[config.mk]
export PLATFORM = sky130hd
export DESIGN_NAME = mem_arbiter_flat
export DESIGN_NICKNAME = d
export VERILOG_FILES = /design/src/rtl/mem_arbiter_if.sv /design/src/rtl/mem_arbiter.sv /design/src/flat_wrapper.sv
export SDC_FILE = /design/constraint.sdc
export NUM_CORES = 1
export LEC_CHECK = 0
export CAP_MARGIN = 20
export CORE_AREA = 3 3 133 135
export CTS_CLUSTER_SIZE = 8
export DETAILED_ROUTE_END_ITERATION = 10
export DIE_AREA = 0 0 136 138
export PLACE_DENSITY = 0.81
export SETUP_SLACK_MARGIN = 0.02
export SKIP_LAST_GASP = 1
export SLEW_MARGIN = 20
export SYNTH_ARGS = -nofsm -noshare
export SYNTH_HDL_FRONTEND = slang
export SYNTH_SLANG_ARGS = --single-unit
[constraint.sdc]
create_clock -name clk -period 2.05 [get_ports clk]
set_input_delay 0.41 -clock clk [delete_from_list [all_inputs] [get_ports clk]]
set_output_delay 0.41 -clock clk [all_outputs]
set_load 0.1 [all_outputs]
[src/rtl/mem_arbiter_if.sv]
// Handshake bundle shared by the arbiter, its two requesters and the memory.
// slave: arbiter view; master: requester/memory (environment) view.
interface mem_arbiter_if #(
  parameter int ADDR_W = 32,
  parameter int DATA_W = 32
);
  logic              inst_req;
  logic [ADDR_W-1:0] inst_addr;
  logic              inst_addr_ok;
  logic              inst_data_ok;
  logic [DATA_W-1:0] inst_rdata;

  logic                  data_req;
  logic                  data_wr;
  logic [1:0]            data_size;
  logic [DATA_W/8-1:0]   data_wstrb;
  logic [ADDR_W-1:0]     data_addr;
  logic [DATA_W-1:0]     data_wdata;
  logic                  data_addr_ok;
  logic                  data_data_ok;
  logic [DATA_W-1:0]     data_rdata;

  logic                  mem_req;
  logic                  mem_wr;
  logic [1:0]            mem_size;
  logic [DATA_W/8-1:0]   mem_wstrb;
  logic [ADDR_W-1:0]     mem_addr;
  logic [DATA_W-1:0]     mem_wdata;
  logic                  mem_addr_ok;
  logic                  mem_data_ok;
  logic [DATA_W-1:0]     mem_rdata;

  modport slave (
    input  inst_req, inst_addr,
    output inst_addr_ok, inst_data_ok, inst_rdata,
    input  data_req, data_wr, data_size,
    input  data_wstrb, data_addr, data_wdata,
    output data_addr_ok, data_data_ok, data_rdata,
    output mem_req, mem_wr, mem_size,
    output mem_wstrb, mem_addr, mem_wdata,
    input  mem_addr_ok, mem_data_ok, mem_rdata
  );

  modport master (
    output inst_req, inst_addr,
    input  inst_addr_ok, inst_data_ok, inst_rdata,
    output data_req, data_wr, data_size,
    output data_wstrb, data_addr, data_wdata,
    input  data_addr_ok, data_data_ok, data_rdata,
    input  mem_req, mem_wr, mem_size,
    input  mem_wstrb, mem_addr, mem_wdata,
    output mem_addr_ok, mem_data_ok, mem_rdata
  );
endinterface

[src/rtl/mem_arbiter.sv]
// IF/data arbiter for one shared memory port, one transaction in flight.
// Define MEM_ARB_STATS_EN to get per-requester grant counters.
module mem_arbiter #(
  parameter int ADDR_W     = 32,
  parameter int DATA_W     = 32,
  parameter int STARVE_MAX = 3
) (
  input  logic        clk,
  input  logic        reset,
  mem_arbiter_if.slave bus,
  output logic [31:0] inst_grant_cnt,
  output logic [31:0] data_grant_cnt
);
  localparam int SW = DATA_W / 8;
  localparam int CW = $clog2(STARVE_MAX + 1);
  localparam logic [CW-1:0] SMAX = CW'(STARVE_MAX);

  typedef enum logic [1:0] {
    IDLE,
    REQ,
    WAIT,
    RESP
  } state_e;

  state_e            state_q;
  logic              own_q;
  logic [CW-1:0]     starve_q;
  logic [CW-1:0]     starve_d;
  logic              wr_q;
  logic [1:0]        size_q;
  logic [SW-1:0]     wstrb_q;
  logic [ADDR_W-1:0] addr_q;
  logic [DATA_W-1:0] wdata_q;
  logic              mreq_q;
  logic              iok_q;
  logic              dok_q;
  logic [DATA_W-1:0] irdata_q;
  logic [DATA_W-1:0] drdata_q;
  logic              pick_i;
  logic              pick_d;

  // Grant decision in IDLE plus starvation counter update.
  always_comb begin
    pick_i   = 1'b0;
    pick_d   = 1'b0;
    starve_d = starve_q;
    if (state_q == IDLE) begin
      pick_i = bus.inst_req &&
               (!bus.data_req || starve_q == SMAX);
      pick_d = bus.data_req && !pick_i;
    end
    if (pick_d && bus.inst_req) begin
      if (starve_q != SMAX)
        starve_d = starve_q + CW'(1);
    end else if (pick_i || pick_d) begin
      starve_d = '0;
    end
  end

  // Transaction FSM: latch request, drive memory, return response.
  always_ff @(posedge clk) begin
    if (reset) begin
      state_q  <= IDLE;
      own_q    <= 1'b1;
      starve_q <= '0;
      wr_q     <= 1'b0;
      size_q   <= '0;
      wstrb_q  <= '0;
      addr_q   <= '0;
      wdata_q  <= '0;
      mreq_q   <= 1'b0;
      iok_q    <= 1'b0;
      dok_q    <= 1'b0;
      irdata_q <= '0;
      drdata_q <= '0;
    end else begin
      starve_q <= starve_d;
      unique case (state_q)
        IDLE: begin
          if (pick_i || pick_d) begin
            state_q <= REQ;
            mreq_q  <= 1'b1;
            own_q   <= pick_i;
            if (pick_i) begin
              wr_q    <= 1'b0;
              size_q  <= 2'd2;
              wstrb_q <= '0;
              addr_q  <= bus.inst_addr;
              wdata_q <= '0;
            end else begin
              wr_q    <= bus.data_wr;
              size_q  <= bus.data_size;
              wstrb_q <= bus.data_wstrb;
              addr_q  <= bus.data_addr;
              wdata_q <= bus.data_wdata;
            end
          end
        end
        REQ: begin
          if (bus.mem_addr_ok) begin
            state_q <= WAIT;
            mreq_q  <= 1'b0;
          end
        end
        WAIT: begin
          if (bus.mem_data_ok) begin
            state_q <= RESP;
            if (own_q) begin
              iok_q    <= 1'b1;
              irdata_q <= wr_q ? '0 : bus.mem_rdata;
            end else begin
              dok_q    <= 1'b1;
              drdata_q <= wr_q ? '0 : bus.mem_rdata;
            end
          end
        end
        RESP: begin
          state_q <= IDLE;
          iok_q   <= 1'b0;
          dok_q   <= 1'b0;
        end
        default: state_q <= IDLE;
      endcase
    end
  end

  assign bus.inst_addr_ok = pick_i;
  assign bus.data_addr_ok = pick_d;
  assign bus.inst_data_ok = iok_q;
  assign bus.data_data_ok = dok_q;
  assign bus.inst_rdata   = irdata_q;
  assign bus.data_rdata   = drdata_q;
  assign bus.mem_req      = mreq_q;
  assign bus.mem_wr       = wr_q;
  assign bus.mem_size     = size_q;
  assign bus.mem_wstrb    = wstrb_q;
  assign bus.mem_addr     = addr_q;
  assign bus.mem_wdata    = wdata_q;

`ifdef MEM_ARB_STATS_EN
  logic [31:0] icnt_q;
  logic [31:0] dcnt_q;

  // Count grants issued from IDLE; wrap naturally.
  always_ff @(posedge clk) begin
    if (reset) begin
      icnt_q <= '0;
      dcnt_q <= '0;
    end else begin
      if (pick_i) icnt_q <= icnt_q + 32'd1;
      if (pick_d) dcnt_q <= dcnt_q + 32'd1;
    end
  end

  assign inst_grant_cnt = icnt_q;
  assign data_grant_cnt = dcnt_q;
`else
  assign inst_grant_cnt = '0;
  assign data_grant_cnt = '0;
`endif
endmodule
[src/flat_wrapper.sv]
// flat-port wrapper written by rule: the top's interface ports become plain ports
module mem_arbiter_flat 
#(
  parameter int ADDR_W     = 32,
  parameter int DATA_W     = 32,
  parameter int STARVE_MAX = 3
)
  (clk, reset, inst_grant_cnt, data_grant_cnt, bus_inst_req, bus_inst_addr, bus_inst_addr_ok, bus_inst_data_ok, bus_inst_rdata, bus_data_req, bus_data_wr, bus_data_size, bus_data_wstrb, bus_data_addr, bus_data_wdata, bus_data_addr_ok, bus_data_data_ok, bus_data_rdata, bus_mem_req, bus_mem_wr, bus_mem_size, bus_mem_wstrb, bus_mem_addr, bus_mem_wdata, bus_mem_addr_ok, bus_mem_data_ok, bus_mem_rdata);
  mem_arbiter_if #(.ADDR_W(ADDR_W), .DATA_W(DATA_W)) bus_i ();
  input  logic clk;
  input  logic reset;
  output logic [31:0] inst_grant_cnt;
  output logic [31:0] data_grant_cnt;
  input wire logic [$bits(bus_i.inst_req)-1:0] bus_inst_req;
  input wire logic [$bits(bus_i.inst_addr)-1:0] bus_inst_addr;
  output wire logic [$bits(bus_i.inst_addr_ok)-1:0] bus_inst_addr_ok;
  output wire logic [$bits(bus_i.inst_data_ok)-1:0] bus_inst_data_ok;
  output wire logic [$bits(bus_i.inst_rdata)-1:0] bus_inst_rdata;
  input wire logic [$bits(bus_i.data_req)-1:0] bus_data_req;
  input wire logic [$bits(bus_i.data_wr)-1:0] bus_data_wr;
  input wire logic [$bits(bus_i.data_size)-1:0] bus_data_size;
  input wire logic [$bits(bus_i.data_wstrb)-1:0] bus_data_wstrb;
  input wire logic [$bits(bus_i.data_addr)-1:0] bus_data_addr;
  input wire logic [$bits(bus_i.data_wdata)-1:0] bus_data_wdata;
  output wire logic [$bits(bus_i.data_addr_ok)-1:0] bus_data_addr_ok;
  output wire logic [$bits(bus_i.data_data_ok)-1:0] bus_data_data_ok;
  output wire logic [$bits(bus_i.data_rdata)-1:0] bus_data_rdata;
  output wire logic [$bits(bus_i.mem_req)-1:0] bus_mem_req;
  output wire logic [$bits(bus_i.mem_wr)-1:0] bus_mem_wr;
  output wire logic [$bits(bus_i.mem_size)-1:0] bus_mem_size;
  output wire logic [$bits(bus_i.mem_wstrb)-1:0] bus_mem_wstrb;
  output wire logic [$bits(bus_i.mem_addr)-1:0] bus_mem_addr;
  output wire logic [$bits(bus_i.mem_wdata)-1:0] bus_mem_wdata;
  input wire logic [$bits(bus_i.mem_addr_ok)-1:0] bus_mem_addr_ok;
  input wire logic [$bits(bus_i.mem_data_ok)-1:0] bus_mem_data_ok;
  input wire logic [$bits(bus_i.mem_rdata)-1:0] bus_mem_rdata;
  assign bus_i.inst_req = bus_inst_req;
  assign bus_i.inst_addr = bus_inst_addr;
  assign bus_inst_addr_ok = bus_i.inst_addr_ok;
  assign bus_inst_data_ok = bus_i.inst_data_ok;
  assign bus_inst_rdata = bus_i.inst_rdata;
  assign bus_i.data_req = bus_data_req;
  assign bus_i.data_wr = bus_data_wr;
  assign bus_i.data_size = bus_data_size;
  assign bus_i.data_wstrb = bus_data_wstrb;
  assign bus_i.data_addr = bus_data_addr;
  assign bus_i.data_wdata = bus_data_wdata;
  assign bus_data_addr_ok = bus_i.data_addr_ok;
  assign bus_data_data_ok = bus_i.data_data_ok;
  assign bus_data_rdata = bus_i.data_rdata;
  assign bus_mem_req = bus_i.mem_req;
  assign bus_mem_wr = bus_i.mem_wr;
  assign bus_mem_size = bus_i.mem_size;
  assign bus_mem_wstrb = bus_i.mem_wstrb;
  assign bus_mem_addr = bus_i.mem_addr;
  assign bus_mem_wdata = bus_i.mem_wdata;
  assign bus_i.mem_addr_ok = bus_mem_addr_ok;
  assign bus_i.mem_data_ok = bus_mem_data_ok;
  assign bus_i.mem_rdata = bus_mem_rdata;
  mem_arbiter #(.ADDR_W(ADDR_W), .DATA_W(DATA_W), .STARVE_MAX(STARVE_MAX)) u_core (.clk(clk), .reset(reset), .bus(bus_i), .inst_grant_cnt(inst_grant_cnt), .data_grant_cnt(data_grant_cnt));
endmodule
==> results of run 1 <==
-- worst paths after layout --
path / from / end
hold reg to reg: u_core.bus.data_rdata[6] / u_core.bus.data_rdata[6]
setup / recovery: u_core.starve_q[0] / bus_inst_addr_ok
hold / removal: reset / u_core.starve_q[1]
setup reg to reg: u_core.state_q[0] / u_core.bus.mem_wdata[21]
-- sequential cells by signal (all words and copies together), names as in the netlist, 2 cells and up --
signal / count
u_core.bus.mem_wdata: 32
u_core.bus.inst_rdata: 32
u_core.bus.mem_addr: 32
u_core.bus.data_rdata: 32
u_core.starve_q: 2
u_core.bus.mem_size: 2
u_core.bus.mem_wstrb: 4
u_core.state_q: 2
-- repair_timing --
item                                    in CTS  in global routing
endpoints found under the setup margin       2                  2
resized for setup                            8                  5
cloned                                       0                  0
hold buffers                                 0                  0
buffers inserted                             0                  0
-- final cells by class --
class / instances / area, sq um
Sequential cell: 143 / 2870
Multi-Input combinational cell: 438 / 2550
Clock buffer: 17 / 425
Timing Repair Buffer: 295 / 2660
Clock inverter: 14 / 205
Tap cell: 220 / 275
Inverter: 6 / 25.0
Fill cell: 1509 / 7570
-- layer usage --
layer  part of all wire [%]  track usage [%]  up-vias
li1                       -                -     2597
met1                     38             19.9     2423
met2                     49             30.0      218
met3                     11             8.03       14
met4                    1.2             4.77        0
met5                      0                0        -
-- power by group through the flow --
stage / sequential, mW / combinational [mW] / clock (mW)
6_report: 3.48 / 6.02 / 3.32
5_1_grt: 3.54 / 6.28 / 3.51
4_1_cts: 3.48 / 6.05 / 3.40
3_5_place_dp: 3.52 / 6.01 / 0
3_3_place_gp: 3.51 / 5.97 / 0
2_1_floorplan: 6.28 / 2.02 / 0
-- cell families (layout without fill, tap and decap cells) --
logic type / count (synthesis) / in the layout / share of synthesized area (%)
adder cells (fa/ha/maj): 6 / 6 / 1.27
buffers and inverters: 120 / 332 / 13.4
other: 1 / 64 / 0.0633
AO/OA/AOI/OAI: 151 / 151 / 18.6
AND/OR/NAND/NOR: 216 / 216 / 18.1
flip-flops: 143 / 143 / 48.4
multiplexers: 1 / 1 / 0.169
-- layout by cell type, fill, tap and decap left out, types with 2 or more instances in the layout --
| cell type | count |
|---|---|
| a211o_1 | 2 |
| a211oi_4 | 2 |
| inv_6 | 5 |
| nand3b_1 | 2 |
| nor3b_1 | 33 |
| nor2_1 | 2 |
| clkinv_4 | 3 |
| clkbuf_16 | 17 |
| a211oi_1 | 2 |
| inv_1 | 3 |
| o21ai_0 | 2 |
| bufinv_16 | 4 |
| a22o_1 | 39 |
| a221o_1 | 32 |
| nand2b_1 | 3 |
| clkdlybuf4s50_1 | 139 |
| inv_2 | 2 |
| buf_12 | 8 |
| nand3_1 | 3 |
| a21oi_4 | 2 |
| a21oi_1 | 67 |
| nand2_1 | 130 |
| buf_4 | 148 |
| clkinvlp_4 | 2 |
| dfxtp_1 | 141 |
| ha_1 | 4 |
| conb_1 | 64 |
| nor2b_1 | 34 |
-- cell usage after synthesis (6+ instances only) --
cell      number
a21oi_1       69
nor3b_1       33
a22o_1        39
nand2_1      131
clkbuf_1      21
buf_2         16
a221o_1       32
buf_4         68
buf_6          9
ha_1           6
dfxtp_1      143
nor2b_1       34
-- through the flow --
stage	instances	setup TNS [ps]
floorplan	701	0
global placement	1103	-2890
detailed placement	1103	-3570
CTS	1134	0
global route	1133	0
finish	1133	0
==> flow_summary.json, run 1 <==
{
  "status": "complete, no violations",
  "final_core_util_pct": 54.4,
  "grt_pass1_vias": 5086,
  "synth_cells": 638,
  "maxSlewViolCount": 0,
  "peakVddDrop_mv": 0.876,
  "fin_crit_ps": 1950,
  "critical_path.top_delay_family": "flip-flops",
  "ys.flop_type": "dfxtp_1",
  "drt_iter0_drc": 249,
  "gp_congestion": 0.747,
  "syn_area_per_cell_sq_um": 9.28,
  "worstPathMaxFanout": 4,
  "dp_hpwl_microns": 12600,
  "clock_skew_ps": 11.6,
  "grt_max_degree": 87,
  "cp-start-kind": "flop",
  "rrSetupSlack_ps": 260,
  "drt_wl_total_microns": 17300,
  "p_int_mw": 6.71,
  "grt_pass1_wl_microns": 26600,
  "dp_slack_ps": -104,
  "rsz0062_at_grt": "no",
  "vias_per_cell": 4.64,
  "critPathMaxStageDelay_ps": 360,
  "ys_warn_count": 0,
  "setup_violations": 0,
  "path_buf_inv": 2,
  "initial_core_util_pct": 35.7,
  "via_count": 5252,
  "path_cells": "ha_2 > inv_2 > a21oi_4 > buf_12",
  "synth-edff-count": 0,
  "place_area_sq_mm": 0.00835,
  "clkPwrFrac_pct": 25.9,
  "tightest_slew_ps": 928,
  "grt_usage_pct": 17.6,
  "crit_required_ps": 1640,
  "h-tree-depth": 4,
  "syn2layout_area_growth_pct": 52.3,
  "cts_tree": "built",
  "timing_worst_setup_path_type": "reg2out",
  "whs_ps": 402,
  "insertion_delay_ps": 420,
  "fin_area_sq_mm": 0.00901,
  "diodes": 0,
  "hp-class": "in2reg",
  "setup_ws_ps": 105,
  "finalHoldViolations": 0,
  "synth-seq-area-share_pct": 48.4,
  "synth.area.top_cells": "dfxtp_1 48%, buf_4 8.6%, nand2_1 8.3%, a21oi_1 5.8%, a22o_1 5.8%",
  "cts.sinks": 143,
  "holdPathStages": 2,
  "powerDensity_mw_per_mm2": 1420,
  "coreArea_sq_mm": 0.0166,
  "arrival_ps": 1540,
  "cap_violations": 0,
  "antenna_left": 0,
  "wl_per_cell_microns": 15.3,
  "r2r_cells": 5,
  "die_h_microns": 138,
  "switching_share_pct": 47.6,
  "synthArstFlopShare_pct": 0,
  "switching_power_mw": 6.11,
  "clk_pin_slew_ps": 60,
  "timing.fmax_ghz": 0.514,
  "period_share_pct": 94.9,
  "yosysUniqueCellTypes": 36,
  "p_leak_nw": 3.74,
  "finalPower_mw": 12.8,
  "sequentialPowerShare_pct": 27.2,
  "cp.depth": 4,
  "cts-buffers-inserted": 17,
  "cp_slowest_cell": "dfxtp_1",
  "port_buffers": 280,
  "die_x_microns": 136,
  "ios": 345,
  "synth_top_area_cell": "dfxtp_1",
  "slew_headroom_pct": 38.0,
  "nets": 1048,
  "pwr-share-comb_pct": 47.0,
  "first_pass_iters": 4,
  "end_kind": "output pin",
  "rows": 47,
  "ys_seq_elements": 143,
  "grt-ovfl-total": 0,
  "drc": 0,
  "cts-root-buf": "clkbuf_16",
  "dieArea_sq_mm": 0.0188,
  "antenna_found_initial": 0,
  "clockBufferDepth": 2,
  "drive_above_1_share_pct": 22.0,
  "synth.top_cell.area_share_pct": 48.4,
  "synth_area_sq_mm": 0.00592
}
Power figures use the tool's default switching activity.
==> inputs of run 2 (changes only) <==
--- a/config.mk
+++ b/config.mk
@@ -6,12 +6,12 @@
 export NUM_CORES = 1
 export LEC_CHECK = 0
 export CAP_MARGIN = 20
-export CORE_AREA = 3 3 133 135
+export CORE_AREA = 3 3 131 133
+export CTS_BUF_LIST = sky130_fd_sc_hd__clkbuf_2
 export CTS_CLUSTER_SIZE = 8
 export DETAILED_ROUTE_END_ITERATION = 10
-export DIE_AREA = 0 0 136 138
-export PLACE_DENSITY = 0.81
-export SETUP_SLACK_MARGIN = 0.02
+export DIE_AREA = 0 0 134 136
+export PLACE_DENSITY = 0.83
 export SKIP_LAST_GASP = 1
 export SLEW_MARGIN = 20
 export SYNTH_ARGS = -nofsm -noshare
==> run 2 against run 1 <==
The flow now finishes with violations (setup timing). Worst setup slack worse by 230 ps. Global-route usage up 0.070 points. Clock power down 43%. Maximum frequency down 10%. Cell count increased by 0.26%. Largest power group unchanged.
==> flow_summary.json, run 2 (synthesis results as in run 1) <==
{
  "cap_violations": 0,
  "period_share_pct": 106,
  "port_buffers": 280,
  "antenna_left": 0,
  "critPathMaxStageDelay_ps": 370,
  "place_area_sq_mm": 0.00833,
  "gp_congestion": 0.752,
  "dieArea_sq_mm": 0.0182,
  "grt_pass1_wl_microns": 25600,
  "rows": 46,
  "p_leak_nw": 3.63,
  "cts.sinks": 143,
  "h-tree-depth": 4,
  "coreArea_sq_mm": 0.0159,
  "drt_iter0_drc": 221,
  "finalHoldViolations": 0,
  "cts-root-buf": "clkbuf_2",
  "timing.fmax_ghz": 0.460,
  "dp_slack_ps": -132,
  "setup_ws_ps": -124,
  "grt_pass1_vias": 4993,
  "maxSlewViolCount": 0,
  "drive_above_1_share_pct": 22.6,
  "end_kind": "output pin",
  "final_common_cell": "buf_4",
  "wl_per_cell_microns": 15.3,
  "fin_area_sq_mm": 0.00872,
  "initial_core_util_pct": 37.1,
  "ff_latch_area_sq_mm": 0.00287,
  "cp-start-kind": "flop",
  "status": "finished, violations left",
  "fin_crit_ps": 2170,
  "nets": 1054,
  "grt-ovfl-total": 0,
  "grt_usage_pct": 17.7,
  "final_cells": 1136,
  "diodes": 0,
  "tightest_slew_ps": 911,
  "dpl.cell_count": 1097,
  "clock_skew_ps": 16.1,
  "drt_wl_total_microns": 17300,
  "cp_slowest_cell": "dfxtp_2",
  "clockBufferDepth": 2,
  "path_buf_inv": 2,
  "insertion_delay_ps": 690,
  "grt_max_degree": 65,
  "cts-buffers-inserted": 17,
  "multi_input_area_sq_mm": 0.00256,
  "first_pass_iters": 6,
  "path_cells": "inv_2 > ha_4 > nand2_2 > a21oi_4 > buf_12",
  "dp_hpwl_microns": 12500,
  "violations": "setup timing",
  "layout_common_cells": "153 x buf_4, 140 x dfxtp_1, 139 x clkdlybuf4s50_1",
  "syn2layout_area_growth_pct": 47.2,
  "die_h_microns": 136,
  "clk_pin_slew_ps": 220,
  "cts_tree": "built",
  "via_count": 5308,
  "hp-class": "in2reg",
  "drc": 0,
  "critical_path.top_delay_family": "flip-flops",
  "fillers": 1428,
  "vias_per_cell": 4.67,
  "crit_required_ps": 1640,
  "antenna_found_initial": 0,
  "die_x_microns": 134,
  "arrival_ps": 1760,
  "rsz0062_at_grt": "yes",
  "peakVddDrop_mv": 0.828,
  "powerDensity_mw_per_mm2": 1320,
  "worstPathMaxFanout": 5,
  "slew_headroom_pct": 39.1,
  "setup_violations": 2,
  "ios": 345,
  "timing_worst_setup_path_type": "reg2out"
}
[run 2: cell types whose count changed in the layout (fill, tap and decap cells not counted), moves of 2 or more]
cell	before	now
buf_4	148	153
dfxtp_2	1	3
clkbuf_16	17	0
inv_6	5	2
clkbuf_2	0	20
[run 2: worst register-to-register path, delay by kind of cell (launching register included)]
family	cells	cell delay [ps]
compound gates	2	430
fa+ha+maj	1	180
buf+inv	1	50
flops	1	380
simple gates	1	700
[run 2: repair_timing]
| item | in CTS | in global routing |
|---|---|---|
| endpoints found under the hold margin | 5 | 0 |
| hold buffers | 1 | 0 |
| pin swaps | 1 | 0 |
| setup buffers | 6 | 0 |
| setup endpoints to repair | 2 | 2 |
| gates resized for setup | 13 | 0 |
[run 2: worst paths after layout]
check / startpoint / end / slack (ps) / cells after the start
worst min register to register: u_core.bus.data_rdata[5] / u_core.bus.data_rdata[5] / 470 / 2
worst max-delay path: u_core.state_q[1] / bus_inst_addr_ok / -120 / 5
worst min-delay path: bus_data_size[1] / u_core.bus.mem_size[1] / 240 / 3
worst max register to register: u_core.state_q[1] / u_core.bus.mem_wdata[11] / 300 / 5
[run 2: metal layers]
| layer | track usage, % | part of all wire (%) |
|---|---|---|
| met4 | 5.31 | 1.7 |
| met3 | 7.03 | 9.3 |
| met5 | 0 | 0 |
| met2 | 30.9 | 49 |
| met1 | 20.0 | 40 |
[run 2: layout make-up]
| type | instances | share of cell area [%] |
|---|---|---|
| sequential | 143 | 32.9 |
| clock buffer | 20 | 1.15 |
| inverter | 6 | 0.258 |
| multi-input combinational | 438 | 29.4 |
| tap | 216 | 3.10 |
| timing repair buffer | 301 | 31.1 |
| clock inverter | 12 | 2.11 |
[run 2: report_power, final]
part | switching [mW] | internal [mW]
sequential | 0.244 | 3.22
combinational | 4.63 | 1.50
clock | 1.07 | 0.828
[run 2: per-stage QoR]
stage	util, %	power (mW)	setup TNS, ps	hold slack (ps)
after CTS	54.7	11.6	-365	156
after global routing	54.7	11.9	-509	143
after global placement	52.2	9.44	-3880	443
final	54.7	11.5	-221	240
after detailed placement	52.2	9.49	-4750	447
after floorplan	-	8.30	0	436
==> inputs of run 3 (changes only) <==
--- a/config.mk
+++ b/config.mk
@@ -11,6 +11,7 @@
 export CTS_CLUSTER_SIZE = 8
 export DETAILED_ROUTE_END_ITERATION = 10
 export DIE_AREA = 0 0 134 136
+export HOLD_SLACK_MARGIN = 0.02
 export PLACE_DENSITY = 0.83
 export SKIP_LAST_GASP = 1
 export SLEW_MARGIN = 20
==> results of run 3 <==
Same layout as run 2: the final DEF is identical, and so are final timing and power.
